===== src/rtl/axi_pkg.sv =====
// rtl/axi_pkg.sv - shared AXI4 constants, response type and size helper
package axi_pkg;

   localparam logic [1:0] AXI_BURST_INCR = 2'b01;

   typedef logic [1:0] axi_resp_t;

   localparam axi_resp_t RESP_OKAY   = 2'b00;
   localparam axi_resp_t RESP_EXOKAY = 2'b01;
   localparam axi_resp_t RESP_SLVERR = 2'b10;
   localparam axi_resp_t RESP_DECERR = 2'b11;

   // AxSIZE encoding for a bus of the given byte width (log2 of bytes per beat)
   function automatic logic [2:0] size_of(input int unsigned bytes);
      logic [2:0] r_size;
      r_size = 3'd0;
      for (int i = 0; i < 8; i++) begin
         if ((32'd1 << i) == bytes) begin
            r_size = 3'(i);
         end
      end
      return r_size;
   endfunction

endpackage


===== src/rtl/axi_burst_master_if.sv =====
// rtl/axi_burst_master_if.sv - AXI4 AW/W/B/AR/R channel bundle with master/slave views
interface axi_burst_master_if #(
   parameter int ADDR_WIDTH = 28,
   parameter int DATA_WIDTH = 64,
   parameter int ID_WIDTH   = 4,
   parameter int STRB_WIDTH = DATA_WIDTH / 8
);

   logic [ID_WIDTH-1:0]   awid;
   logic [ADDR_WIDTH-1:0] awaddr;
   logic [7:0]            awlen;
   logic [2:0]            awsize;
   logic [1:0]            awburst;
   logic                  awvalid;
   logic                  awready;

   logic [DATA_WIDTH-1:0] wdata;
   logic [STRB_WIDTH-1:0] wstrb;
   logic                  wlast;
   logic                  wvalid;
   logic                  wready;

   logic [ID_WIDTH-1:0]   bid;
   logic [1:0]            bresp;
   logic                  bvalid;
   logic                  bready;

   logic [ID_WIDTH-1:0]   arid;
   logic [ADDR_WIDTH-1:0] araddr;
   logic [7:0]            arlen;
   logic [2:0]            arsize;
   logic [1:0]            arburst;
   logic                  arvalid;
   logic                  arready;

   logic [ID_WIDTH-1:0]   rid;
   logic [DATA_WIDTH-1:0] rdata;
   logic [1:0]            rresp;
   logic                  rlast;
   logic                  rvalid;
   logic                  rready;

   modport master (
      output awid, awaddr, awlen, awsize, awburst, awvalid,
      input  awready,
      output wdata, wstrb, wlast, wvalid,
      input  wready,
      input  bid, bresp, bvalid,
      output bready,
      output arid, araddr, arlen, arsize, arburst, arvalid,
      input  arready,
      input  rid, rdata, rresp, rlast, rvalid,
      output rready
   );

   modport slave (
      input  awid, awaddr, awlen, awsize, awburst, awvalid,
      output awready,
      input  wdata, wstrb, wlast, wvalid,
      output wready,
      output bid, bresp, bvalid,
      input  bready,
      input  arid, araddr, arlen, arsize, arburst, arvalid,
      output arready,
      output rid, rdata, rresp, rlast, rvalid,
      input  rready
   );

endinterface


===== src/rtl/axi_burst_master.sv =====
// rtl/axi_burst_master.sv - single-command AXI4 INCR burst master (write: stream->AW/W/B, read: AR/R->stream)
module axi_burst_master
   import axi_pkg::*;
#(
   parameter int ADDR_WIDTH = 28,
   parameter int DATA_WIDTH = 64,
   parameter int ID_WIDTH   = 4,
   parameter int AXI_ID     = 0,
   parameter int STRB_WIDTH = DATA_WIDTH / 8
) (
   input  logic                  clk,
   input  logic                  rst,

   input  logic                  cmd_valid,
   output logic                  cmd_ready,
   input  logic                  cmd_write,
   input  logic [ADDR_WIDTH-1:0] cmd_addr,
   input  logic [7:0]            cmd_len,

   input  logic [DATA_WIDTH-1:0] wr_data,
   input  logic [STRB_WIDTH-1:0] wr_strb,
   input  logic                  wr_valid,
   output logic                  wr_ready,

   output logic [DATA_WIDTH-1:0] rd_data,
   output logic                  rd_last,
   output logic                  rd_valid,
   input  logic                  rd_ready,

   output logic                  done,
   output axi_resp_t             done_resp,
   output logic                  len_err,

   axi_burst_master_if.master    m_axi
);

   typedef enum logic [2:0] {IDLE, AW, W, B, AR, R, DONE} state_t;

   state_t                r_state;
   state_t                w_state_nxt;
   logic [ADDR_WIDTH-1:0] r_addr;
   logic [7:0]            r_len;
   logic [7:0]            r_beat;
   axi_resp_t             r_resp;
   logic                  r_len_err;

   logic      w_cmd_fire;
   logic      w_w_fire;
   logic      w_b_fire;
   logic      w_r_fire;
   logic      w_last_beat;
   logic      w_r_len_bad;
   axi_resp_t w_b_resp_max;
   axi_resp_t w_r_resp_max;
   logic      w_unused;

   assign w_cmd_fire  = cmd_valid & cmd_ready;
   assign w_w_fire    = m_axi.wvalid & m_axi.wready;
   assign w_b_fire    = m_axi.bvalid & m_axi.bready;
   assign w_r_fire    = m_axi.rvalid & m_axi.rready;
   assign w_last_beat = (r_beat == r_len);

   // Early rlast, or reaching the expected count without rlast, are both length errors
   assign w_r_len_bad  = m_axi.rlast ? !w_last_beat : w_last_beat;
   assign w_b_resp_max = (m_axi.bresp > r_resp) ? m_axi.bresp : r_resp;
   assign w_r_resp_max = (m_axi.rresp > r_resp) ? m_axi.rresp : r_resp;

   // IDs are not checked with a single transaction outstanding
   assign w_unused = ^{m_axi.bid, m_axi.rid};

   assign m_axi.awid    = ID_WIDTH'(AXI_ID);
   assign m_axi.awaddr  = r_addr;
   assign m_axi.awlen   = r_len;
   assign m_axi.awsize  = size_of(STRB_WIDTH);
   assign m_axi.awburst = AXI_BURST_INCR;
   assign m_axi.arid    = ID_WIDTH'(AXI_ID);
   assign m_axi.araddr  = r_addr;
   assign m_axi.arlen   = r_len;
   assign m_axi.arsize  = size_of(STRB_WIDTH);
   assign m_axi.arburst = AXI_BURST_INCR;
   assign m_axi.wdata   = wr_data;
   assign m_axi.wstrb   = wr_strb;

   assign rd_data   = m_axi.rdata;
   assign rd_last   = m_axi.rlast;
   assign done_resp = done ? r_resp : RESP_OKAY;
   assign len_err   = r_len_err;

   always_ff @(posedge clk or posedge rst) begin
      if (rst) begin
         r_state <= IDLE;
      end else begin
         r_state <= w_state_nxt;
      end
   end

   always_comb begin
      w_state_nxt   = r_state;
      cmd_ready     = 1'b0;
      wr_ready      = 1'b0;
      rd_valid      = 1'b0;
      done          = 1'b0;
      m_axi.awvalid = 1'b0;
      m_axi.wvalid  = 1'b0;
      m_axi.wlast   = 1'b0;
      m_axi.bready  = 1'b0;
      m_axi.arvalid = 1'b0;
      m_axi.rready  = 1'b0;
      case (r_state)
         IDLE: begin
            cmd_ready = 1'b1;
            if (cmd_valid) begin
               w_state_nxt = cmd_write ? AW : AR;
            end
         end
         AW: begin
            m_axi.awvalid = 1'b1;
            if (m_axi.awready) begin
               w_state_nxt = W;
            end
         end
         W: begin
            m_axi.wvalid = wr_valid;
            wr_ready     = m_axi.wready;
            m_axi.wlast  = w_last_beat;
            if (wr_valid && m_axi.wready && w_last_beat) begin
               w_state_nxt = B;
            end
         end
         B: begin
            m_axi.bready = 1'b1;
            if (m_axi.bvalid) begin
               w_state_nxt = DONE;
            end
         end
         AR: begin
            m_axi.arvalid = 1'b1;
            if (m_axi.arready) begin
               w_state_nxt = R;
            end
         end
         R: begin
            rd_valid     = m_axi.rvalid;
            m_axi.rready = rd_ready;
            if (m_axi.rvalid && rd_ready && m_axi.rlast) begin
               w_state_nxt = DONE;
            end
         end
         DONE: begin
            done        = 1'b1;
            w_state_nxt = IDLE;
         end
         default: w_state_nxt = IDLE;
      endcase
   end

   always_ff @(posedge clk or posedge rst) begin
      if (rst) begin
         r_addr    <= '0;
         r_len     <= '0;
         r_beat    <= '0;
         r_resp    <= RESP_OKAY;
         r_len_err <= 1'b0;
      end else if (w_cmd_fire) begin
         r_addr <= cmd_addr;
         r_len  <= cmd_len;
         r_beat <= '0;
         r_resp <= RESP_OKAY;
      end else if (w_w_fire) begin
         r_beat <= r_beat + 8'd1;
      end else if (w_b_fire) begin
         r_resp <= w_b_resp_max;
      end else if (w_r_fire) begin
         r_beat <= r_beat + 8'd1;
         r_resp <= w_r_resp_max;
         if (w_r_len_bad) begin
            r_len_err <= 1'b1;
         end
      end
   end

endmodule


===== src/flat_wrapper.sv =====
// flat-port wrapper written by rule: the top's interface ports become plain ports
module axi_burst_master_flat import axi_pkg::*;
#(
   parameter int ADDR_WIDTH = 28,
   parameter int DATA_WIDTH = 64,
   parameter int ID_WIDTH   = 4,
   parameter int AXI_ID     = 0,
   parameter int STRB_WIDTH = DATA_WIDTH / 8
)
  (clk, rst, cmd_valid, cmd_ready, cmd_write, cmd_addr, cmd_len, wr_data, wr_strb, wr_valid, wr_ready, rd_data, rd_last, rd_valid, rd_ready, done, done_resp, len_err, m_axi_awid, m_axi_awaddr, m_axi_awlen, m_axi_awsize, m_axi_awburst, m_axi_awvalid, m_axi_awready, m_axi_wdata, m_axi_wstrb, m_axi_wlast, m_axi_wvalid, m_axi_wready, m_axi_bid, m_axi_bresp, m_axi_bvalid, m_axi_bready, m_axi_arid, m_axi_araddr, m_axi_arlen, m_axi_arsize, m_axi_arburst, m_axi_arvalid, m_axi_arready, m_axi_rid, m_axi_rdata, m_axi_rresp, m_axi_rlast, m_axi_rvalid, m_axi_rready);
  axi_burst_master_if #(.ADDR_WIDTH(ADDR_WIDTH), .DATA_WIDTH(DATA_WIDTH), .ID_WIDTH(ID_WIDTH), .STRB_WIDTH(STRB_WIDTH)) m_axi_i ();
  input  logic clk;
  input  logic rst;
  input  logic cmd_valid;
  output logic cmd_ready;
  input  logic cmd_write;
  input  logic [ADDR_WIDTH-1:0] cmd_addr;
  input  logic [7:0] cmd_len;
  input  logic [DATA_WIDTH-1:0] wr_data;
  input  logic [STRB_WIDTH-1:0] wr_strb;
  input  logic wr_valid;
  output logic wr_ready;
  output logic [DATA_WIDTH-1:0] rd_data;
  output logic rd_last;
  output logic rd_valid;
  input  logic rd_ready;
  output logic done;
  output axi_resp_t done_resp;
  output logic len_err;
  output wire logic [$bits(m_axi_i.awid)-1:0] m_axi_awid;
  output wire logic [$bits(m_axi_i.awaddr)-1:0] m_axi_awaddr;
  output wire logic [$bits(m_axi_i.awlen)-1:0] m_axi_awlen;
  output wire logic [$bits(m_axi_i.awsize)-1:0] m_axi_awsize;
  output wire logic [$bits(m_axi_i.awburst)-1:0] m_axi_awburst;
  output wire logic [$bits(m_axi_i.awvalid)-1:0] m_axi_awvalid;
  input wire logic [$bits(m_axi_i.awready)-1:0] m_axi_awready;
  output wire logic [$bits(m_axi_i.wdata)-1:0] m_axi_wdata;
  output wire logic [$bits(m_axi_i.wstrb)-1:0] m_axi_wstrb;
  output wire logic [$bits(m_axi_i.wlast)-1:0] m_axi_wlast;
  output wire logic [$bits(m_axi_i.wvalid)-1:0] m_axi_wvalid;
  input wire logic [$bits(m_axi_i.wready)-1:0] m_axi_wready;
  input wire logic [$bits(m_axi_i.bid)-1:0] m_axi_bid;
  input wire logic [$bits(m_axi_i.bresp)-1:0] m_axi_bresp;
  input wire logic [$bits(m_axi_i.bvalid)-1:0] m_axi_bvalid;
  output wire logic [$bits(m_axi_i.bready)-1:0] m_axi_bready;
  output wire logic [$bits(m_axi_i.arid)-1:0] m_axi_arid;
  output wire logic [$bits(m_axi_i.araddr)-1:0] m_axi_araddr;
  output wire logic [$bits(m_axi_i.arlen)-1:0] m_axi_arlen;
  output wire logic [$bits(m_axi_i.arsize)-1:0] m_axi_arsize;
  output wire logic [$bits(m_axi_i.arburst)-1:0] m_axi_arburst;
  output wire logic [$bits(m_axi_i.arvalid)-1:0] m_axi_arvalid;
  input wire logic [$bits(m_axi_i.arready)-1:0] m_axi_arready;
  input wire logic [$bits(m_axi_i.rid)-1:0] m_axi_rid;
  input wire logic [$bits(m_axi_i.rdata)-1:0] m_axi_rdata;
  input wire logic [$bits(m_axi_i.rresp)-1:0] m_axi_rresp;
  input wire logic [$bits(m_axi_i.rlast)-1:0] m_axi_rlast;
  input wire logic [$bits(m_axi_i.rvalid)-1:0] m_axi_rvalid;
  output wire logic [$bits(m_axi_i.rready)-1:0] m_axi_rready;
  assign m_axi_awid = m_axi_i.awid;
  assign m_axi_awaddr = m_axi_i.awaddr;
  assign m_axi_awlen = m_axi_i.awlen;
  assign m_axi_awsize = m_axi_i.awsize;
  assign m_axi_awburst = m_axi_i.awburst;
  assign m_axi_awvalid = m_axi_i.awvalid;
  assign m_axi_i.awready = m_axi_awready;
  assign m_axi_wdata = m_axi_i.wdata;
  assign m_axi_wstrb = m_axi_i.wstrb;
  assign m_axi_wlast = m_axi_i.wlast;
  assign m_axi_wvalid = m_axi_i.wvalid;
  assign m_axi_i.wready = m_axi_wready;
  assign m_axi_i.bid = m_axi_bid;
  assign m_axi_i.bresp = m_axi_bresp;
  assign m_axi_i.bvalid = m_axi_bvalid;
  assign m_axi_bready = m_axi_i.bready;
  assign m_axi_arid = m_axi_i.arid;
  assign m_axi_araddr = m_axi_i.araddr;
  assign m_axi_arlen = m_axi_i.arlen;
  assign m_axi_arsize = m_axi_i.arsize;
  assign m_axi_arburst = m_axi_i.arburst;
  assign m_axi_arvalid = m_axi_i.arvalid;
  assign m_axi_i.arready = m_axi_arready;
  assign m_axi_i.rid = m_axi_rid;
  assign m_axi_i.rdata = m_axi_rdata;
  assign m_axi_i.rresp = m_axi_rresp;
  assign m_axi_i.rlast = m_axi_rlast;
  assign m_axi_i.rvalid = m_axi_rvalid;
  assign m_axi_rready = m_axi_i.rready;
  axi_burst_master #(.ADDR_WIDTH(ADDR_WIDTH), .DATA_WIDTH(DATA_WIDTH), .ID_WIDTH(ID_WIDTH), .AXI_ID(AXI_ID), .STRB_WIDTH(STRB_WIDTH)) u_core (.clk(clk), .rst(rst), .cmd_valid(cmd_valid), .cmd_ready(cmd_ready), .cmd_write(cmd_write), .cmd_addr(cmd_addr), .cmd_len(cmd_len), .wr_data(wr_data), .wr_strb(wr_strb), .wr_valid(wr_valid), .wr_ready(wr_ready), .rd_data(rd_data), .rd_last(rd_last), .rd_valid(rd_valid), .rd_ready(rd_ready), .done(done), .done_resp(done_resp), .len_err(len_err), .m_axi(m_axi_i));
endmodule

===== config.mk =====
export PLATFORM = sky130hd
export DESIGN_NAME = axi_burst_master_flat
export DESIGN_NICKNAME = d
export VERILOG_FILES = /design/src/rtl/axi_pkg.sv /design/src/rtl/axi_burst_master_if.sv /design/src/rtl/axi_burst_master.sv /design/src/flat_wrapper.sv
export SDC_FILE = /design/constraint.sdc
export NUM_CORES = 1
export LEC_CHECK = 0
export BUFFER_PORTS_ARGS = -buffer_cell sky130_fd_sc_hd__buf_2
export CAP_MARGIN = 20
export CELL_PAD_IN_SITES_DETAIL_PLACEMENT = 1
export CELL_PAD_IN_SITES_GLOBAL_PLACEMENT = 1
export CORE_AREA = 5 5 165 167
export CTS_CLUSTER_SIZE = 28
export DETAILED_ROUTE_END_ITERATION = 16
export DIE_AREA = 0 0 170 172
export GPL_TIMING_DRIVEN = 1
export MAX_ROUTING_LAYER = met4
export PLACE_DENSITY = 0.58
export SYNTH_ARGS = -nofsm -noshare
export SYNTH_HDL_FRONTEND = slang
export SYNTH_SLANG_ARGS = --single-unit

===== constraint.sdc =====
create_clock -name clk -period 2.1 [get_ports clk]
set_clock_uncertainty 0.1 [all_clocks]
set_input_delay 0.105 -clock clk [delete_from_list [all_inputs] [get_ports clk]]
set_output_delay 0.105 -clock clk [all_outputs]
set_load 0.01 [all_outputs]

==> impl_metrics.py, run 1 <==
metrics = {
    "route": {
        "vias_per_cell": 3.44,
        "drtPass1Iterations": 4,
        "wire_per_inst_um": 14.7,
        "vias": 2608,
        "drtIter0Drc": 57,
        "postRouteAntennaNets": 0,
        "drc_errors": 0,
        "drt-total-wl_mm": 11.1,
    },
    "final_layout": {
        "stdcell_count": 758,
        "final_common_cell": "buf_2",
        "drive_gt1_share_pct": 45.6,
        "fillers": 2988,
        "multi_input_area_mm2": 0.00118,
        "seqCellArea_mm2": 0.00125,
        "antenna_cells": 0,
        "area_delta_synth_final_pct": 9.05,
        "layout_common_cells": "137 x buf_2, 49 x dfrtp_1, 37 x dlygate4sd3_1",
        "nNetsFinal": 623,
    },
    "floorplan": {
        "core_area_mm2": 0.0256,
        "start_util_pct": 15.2,
        "die_h_um": 172,
        "fp-row-count": 59,
        "die_w_um": 170,
        "ioPinCount": 436,
        "dieArea_mm2": 0.0292,
    },
    "grt": {
        "antenna_found_initial": 0,
        "grt_pass1_wl_mm": 16.3,
        "grt_pass1_vias": 2782,
        "grt_max_degree": 27,
        "overflow": 0,
        "grtUsageTotal_pct": 7.63,
    },
    "logic_synthesis": {
        "synth_edf_count": 0,
        "ys_async_sr_fraction_pct": 100,
        "yosys_warnings": 0,
        "synthCells": 412,
        "synth_cell_type_count": 44,
        "syn-cell-area_mm2": 0.00389,
        "synth_area_per_cell_um2": 9.43,
        "ys_ff_latch": 50,
        "synth_top_flop_cell": "dfrtp_1",
        "ys_seq_area_share_pct": 32.2,
    },
    "critical_path": {
        "crit_type": "reg -> reg",
        "r2r_slack_ps": 130,
        "critPathRequiredTime_ps": 2220,
        "cp.arrival_ps": 2100,
        "start_kind": "flip-flop",
        "crit_path_end_kind": "flip-flop",
        "reg2reg_to": "u_core.r_state[0]",
        "rr_startpoint": "u_core.r_state[0]",
        "reg2regPathDepth": 5,
        "path_max_fanout": 8,
    },
    "sta": {
        "report.final.hold_viol_count": 0,
        "max_slew_margin_pct": 58.7,
        "rsz0062_at_grt": "no",
        "totalNegativeSetupSlack_ps": 0,
        "tightest_slew_ps": 619,
        "fmax_mhz": 506,
        "min_period_ps": 1970,
        "fin_ws_ps": 125,
        "slew_violations": 0,
        "setup_viol": 0,
        "post-route-period-util_pct": 94.0,
    },
    "clock_tree": {
        "cts.sinks": 50,
        "clock_latency_ps": 300,
        "cts_root_buf": "clkbuf_16",
        "cts_tree": "done",
        "cts_buffer_depth": 2,
        "cts_buffers": 5,
        "htreeDepth": 2,
        "path_clk_slew_ps": 70,
    },
    "power": {
        "leakagePower_uw": 0.00205,
        "p_sw_uw": 2180,
        "power_frac_comb_pct": 49.1,
        "max-vdd-ir-drop_v": 0.000447,
        "pwr-share-seq_pct": 33.7,
        "pwr-share-clk_pct": 17.2,
        "p_sw_share_pct": 40.0,
        "pwr_density_cell_mw_per_mm2": 1290,
        "p_int_uw": 3270,
        "power.total_uw": 5460,
    },
    "placed_design": {
        "place_inst": 712,
        "portBuffers": 137,
        "finalWeightedCongestion": 0.704,
        "pre_cts_slack_ps": 120,
        "dp_hpwl_mm": 8.88,
    },
    "job": {
        "maxCapViolations": 0,
    },
    "hold_path": {
        "hold_depth": 3,
        "min_to": "u_core.r_state[2]",
        "hp-start": "m_axi_bvalid",
        "worstHoldPathType": "in -> reg",
    },
    "outcome": {
        "status": "finished clean",
    },
}
-- Yosys cell counts (2+ instances only) --
| library cell | number | area (um^2) |
|---|---|---|
| nand2b_1 | 2 | 12.5 |
| xor2_1 | 9 | 78.8 |
| nor4_1 | 2 | 12.5 |
| mux2_2 | 29 | 327 |
| nor2_1 | 6 | 22.5 |
| dfrtp_1 | 50 | 1250 |
| ha_1 | 5 | 62.6 |
| o21ai_0 | 6 | 30.0 |
| nor2b_1 | 3 | 18.8 |
| or4_1 | 2 | 15.0 |
| nor3_1 | 3 | 15.0 |
| mux2i_1 | 2 | 20.0 |
| inv_1 | 8 | 30.0 |
| a21oi_1 | 6 | 30.0 |
| or3_1 | 7 | 43.8 |
| nand3_1 | 2 | 10.0 |
| nand2_1 | 31 | 116 |
| nand4_1 | 2 | 12.5 |
| and3_1 | 3 | 18.8 |
| buf_2 | 6 | 30.0 |
| conb_1 | 2 | 7.51 |
| a221oi_1 | 2 | 17.5 |
| a211oi_1 | 4 | 30.0 |
| nor3b_1 | 2 | 15.0 |
| nor4b_1 | 2 | 17.5 |
| buf_4 | 194 | 1460 |
| and2_1 | 5 | 31.3 |
-- worst max-delay path by stage --
stage          slack [ps]                   from  depth (start not counted)                      to
2_1_floorplan         310      u_core.r_state[0]                          5  u_core.m_axi.araddr[0]
3_3_place_gp          140  u_core.m_axi.arlen[5]                          5          u_core.len_err
3_5_place_dp          120  u_core.m_axi.arlen[5]                          5          u_core.len_err
4_1_cts                30  u_core.m_axi.arlen[3]                          5             m_axi_wlast
5_1_grt                10  u_core.m_axi.arlen[5]                          5             m_axi_wlast
6_report              130      u_core.r_state[0]                          5       u_core.r_state[0]
-- cells by family after synthesis --
| family | Yosys count | share of synthesized area [%] |
|---|---|---|
| adder cells (fa/ha/maj) | 5 | 1.61 |
| multiplexers | 31 | 8.92 |
| flip-flops | 50 | 32.2 |
| other | 2 | 0.193 |
| AO/OA/AOI/OAI | 28 | 5.06 |
| XOR/XNOR | 9 | 2.03 |
| buffers and inverters | 210 | 39.2 |
| AND/OR/NAND/NOR | 77 | 10.8 |
-- critical path: stages (launching register included) --
cell,delay [ps]
dfrtp_1,560
buf_4,210
nand4_1,90
a32o_1,300
or4b_1,500
o21ai_1,140
-- power by group through the flow --
stage	Clock (uW)	Combinational [uW]	Sequential (uW)
floorplan	0	2060	1900
global placement	0	2660	1850
detailed placement	0	2680	1890
CTS	998	2750	1870
global route	1030	2980	1940
finish	938	2680	1840
-- cell type report --
cell class                      count  area share (%)
Sequential cell                    50            29.6
Multi-Input combinational cell    168            27.9
Clock buffer                        7            3.13
Tap cell                          335            9.89
Inverter                            9           0.797
Clock inverter                      1           0.709
Timing Repair Buffer              188            28.0
-- flip-flops by register name (all words and copies together), names as in the netlist --
register             count
u_core.r_beat            8
u_core.m_axi.araddr     28
u_core.len_err           1
u_core.r_state           3
u_core.m_axi.arlen       8
u_core.r_resp            2
-- routing by layer --
metal  share of wire [%]  GRT usage, %  up-vias  wire length (um)
li1                    -             -     1164                 -
met1                  36          7.85     1188              4060
met2                  44          11.8      182              4930
met3                  12          2.93       74              1290
met4                 7.6          5.83        0               841
met5                   0             -        -                 0
-- repair_timing --
action,4_1_cts,5_1_grt
pin swaps,1,1
setup endpoints to repair,1,1
gates resized for setup,1,1
gates cloned,0,0
hold buffers,37,0
setup buffers,0,1
hold endpoints to repair,61,0
-- through the flow --
step | hold slack [ps] | utilization, % | area (um^2)
finish | 75.2 | 16.5 | 4240
global route | 105 | 16.5 | 4240
CTS | 65.9 | 16.5 | 4230
detailed placement | 110 | 14.4 | 3690
global placement | 110 | 14.4 | 3690
floorplan | 110 | - | 3950
(Power assumes the default switching activity.)
==> run 2: changes to the inputs <==
- CELL_PAD_IN_SITES_DETAIL_PLACEMENT: 1 -> 0
- CELL_PAD_IN_SITES_GLOBAL_PLACEMENT: 1 -> 2
- CORE_AREA: 5 5 165 167 -> 5 5 167 169
- DIE_AREA: 0 0 170 172 -> 0 0 172 174
- PLACE_DENSITY: 0.58 -> 0.74
- REMOVE_ABC_BUFFERS: default -> 1
==> run 2 against run 1 <==
Net effect: hold slack lost 7.1 ps; non-clock buffer count shrank 1; cell count grew 0.79%; count of clock-buffer cells in the layout shrank 2; die area grew 2.4%; critical path type unchanged.
==> impl_metrics.py, run 2 (synthesized netlist as in run 1, its figures left out) <==
metrics = {
    "critical_path": {
        "critPathRequiredTime_ps": 2190,
        "crit_path_end_kind": "flip-flop",
        "crit_type": "reg -> reg",
        "rr_startpoint": "u_core.r_state[2]",
        "cp.arrival_ps": 2020,
        "reg2reg_to": "u_core.m_axi.araddr[15]",
        "start_kind": "flip-flop",
        "reg2regPathDepth": 4,
        "path_max_fanout": 25,
        "r2r_slack_ps": 170,
    },
    "floorplan": {
        "dieArea_mm2": 0.0299,
        "die_w_um": 172,
        "start_util_pct": 14.7,
        "ioPinCount": 436,
        "die_h_um": 174,
        "core_area_mm2": 0.0264,
        "fp-row-count": 60,
    },
    "sta": {
        "max_slew_margin_pct": 57.8,
        "report.final.hold_viol_count": 0,
        "totalNegativeSetupSlack_ps": 0,
        "setup_viol": 0,
        "slew_violations": 0,
        "post-route-period-util_pct": 91.8,
        "fin_ws_ps": 172,
        "tightest_slew_ps": 633,
        "rsz0062_at_grt": "no",
        "finalHoldWorstSlack_ps": 68.1,
        "fmax_mhz": 519,
        "min_period_ps": 1930,
    },
    "final_layout": {
        "layout_common_cells": "137 x buf_2, 50 x dfrtp_1, 37 x dlygate4sd3_1",
        "final_common_cell": "buf_2",
        "drive_gt1_share_pct": 45.7,
        "area_delta_synth_final_pct": 9.18,
        "nNetsFinal": 622,
        "final_area_mm2": 0.00424,
        "post-route-util_pct": 16.1,
        "fillers": 3011,
        "largest_register_ffs": 28,
    },
    "power": {
        "max-vdd-ir-drop_v": 0.000674,
        "leakagePower_uw": 0.00205,
        "pwr_density_cell_mw_per_mm2": 1280,
    },
    "hold_path": {
        "hold_depth": 3,
        "min_to": "u_core.r_state[2]",
        "hp-start": "m_axi_bvalid",
        "worstHoldPathType": "in -> reg",
    },
    "clock_tree": {
        "clock_latency_ps": 310,
        "path_clk_slew_ps": 70,
        "htreeDepth": 2,
        "cts_buffers": 5,
        "cts_buffer_depth": 2,
        "cts_root_buf": "clkbuf_16",
        "cts_setup_buffers": 0,
        "cts_tree": "done",
        "cts.sinks": 50,
    },
    "grt": {
        "grt_use_met2_pct": 41.5,
        "grtUsageTotal_pct": 22.5,
        "grt_util_met3_pct": 33.7,
        "met1_usage_pct": 8.26,
        "grt_max_degree": 27,
        "grt_pass1_vias": 2776,
        "overflow": 0,
        "antenna_found_initial": 0,
        "grt_pass1_wl_mm": 39.7,
        "grt_busiest_layer": "met2",
    },
    "route": {
        "drtPass1Iterations": 4,
        "drc_errors": 0,
        "vias_per_cell": 3.64,
        "vias": 2782,
        "drtIter0Drc": 109,
        "postRouteAntennaNets": 0,
        "wire_per_inst_um": 44.8,
        "drt-total-wl_mm": 34.2,
    },
    "placed_design": {
        "pre_cts_slack_ps": 186,
        "finalWeightedCongestion": 0.970,
        "portBuffers": 137,
        "dp_hpwl_mm": 32.0,
        "placed_area_mm2": 0.00371,
    },
    "job": {
        "maxCapViolations": 0,
    },
    "outcome": {
        "status": "finished clean",
    },
}
## run 2: power breakdown
group / internal (uW) / leakage (uW) / switching [uW]
Combinational: 1320 / 0.00135 / 1400
Clock: 456 / 0.0000759 / 435
Sequential: 1390 / 0.000618 / 439
Total: 3170 / 0.00205 / 2280
## run 2: per-layer routing
metal / vias up / part of all wire, %
met2: 393 / 54
li1: 1162 / -
met1: 1217 / 13
met3: 10 / 33
met5: - / 0
met4: 0 / 0.39
## run 2: per-stage QoR
| stage | power (uW) | std cells |
|---|---|---|
| 2_1_floorplan | 3160 | 227 |
| 3_3_place_gp | 4480 | 718 |
| 3_5_place_dp | 4520 | 718 |
| 4_1_cts | 5510 | 763 |
| 5_1_grt | 5860 | 763 |
| 6_report | 5450 | 764 |
## run 2: layout make-up
type	instances	area [um^2]	share of cell area (%)
tap	341	427	10.1
multi-input combinational	168	1180	27.9
antenna	1	2.50	0.0590
clock inverter	3	28.8	0.678
inverter	9	33.8	0.796
clock buffer	5	125	2.95
timing repair buffer	187	1190	28.1
sequential	50	1250	29.5
## run 2: worst max-delay path, cell delays in order (launching register included)
cell     delay (ps)
dfrtp_1         550
nor4b_2         420
buf_4           200
buf_12          180
mux2_2          350
## run 2: worst max-delay path by stage
stage	depth (start not counted)	startpoint	endpoint
after floorplan	4	u_core.r_state[2]	u_core.r_beat[5]
after global placement	6	u_core.r_state[2]	u_core.m_axi.arlen[5]
after detailed placement	4	u_core.r_state[1]	u_core.r_beat[7]
after CTS	5	u_core.m_axi.arlen[7]	m_axi_wlast
after global routing	5	u_core.m_axi.arlen[1]	m_axi_wlast
final	4	u_core.r_state[2]	u_core.m_axi.araddr[15]
## run 2: what timing repair did
item / 4_1_cts / 5_1_grt
hold endpoints to repair: 61 / 0
endpoints found under the setup margin: 0 / 1
hold buffers: 37 / 0
resized for setup: 0 / 1
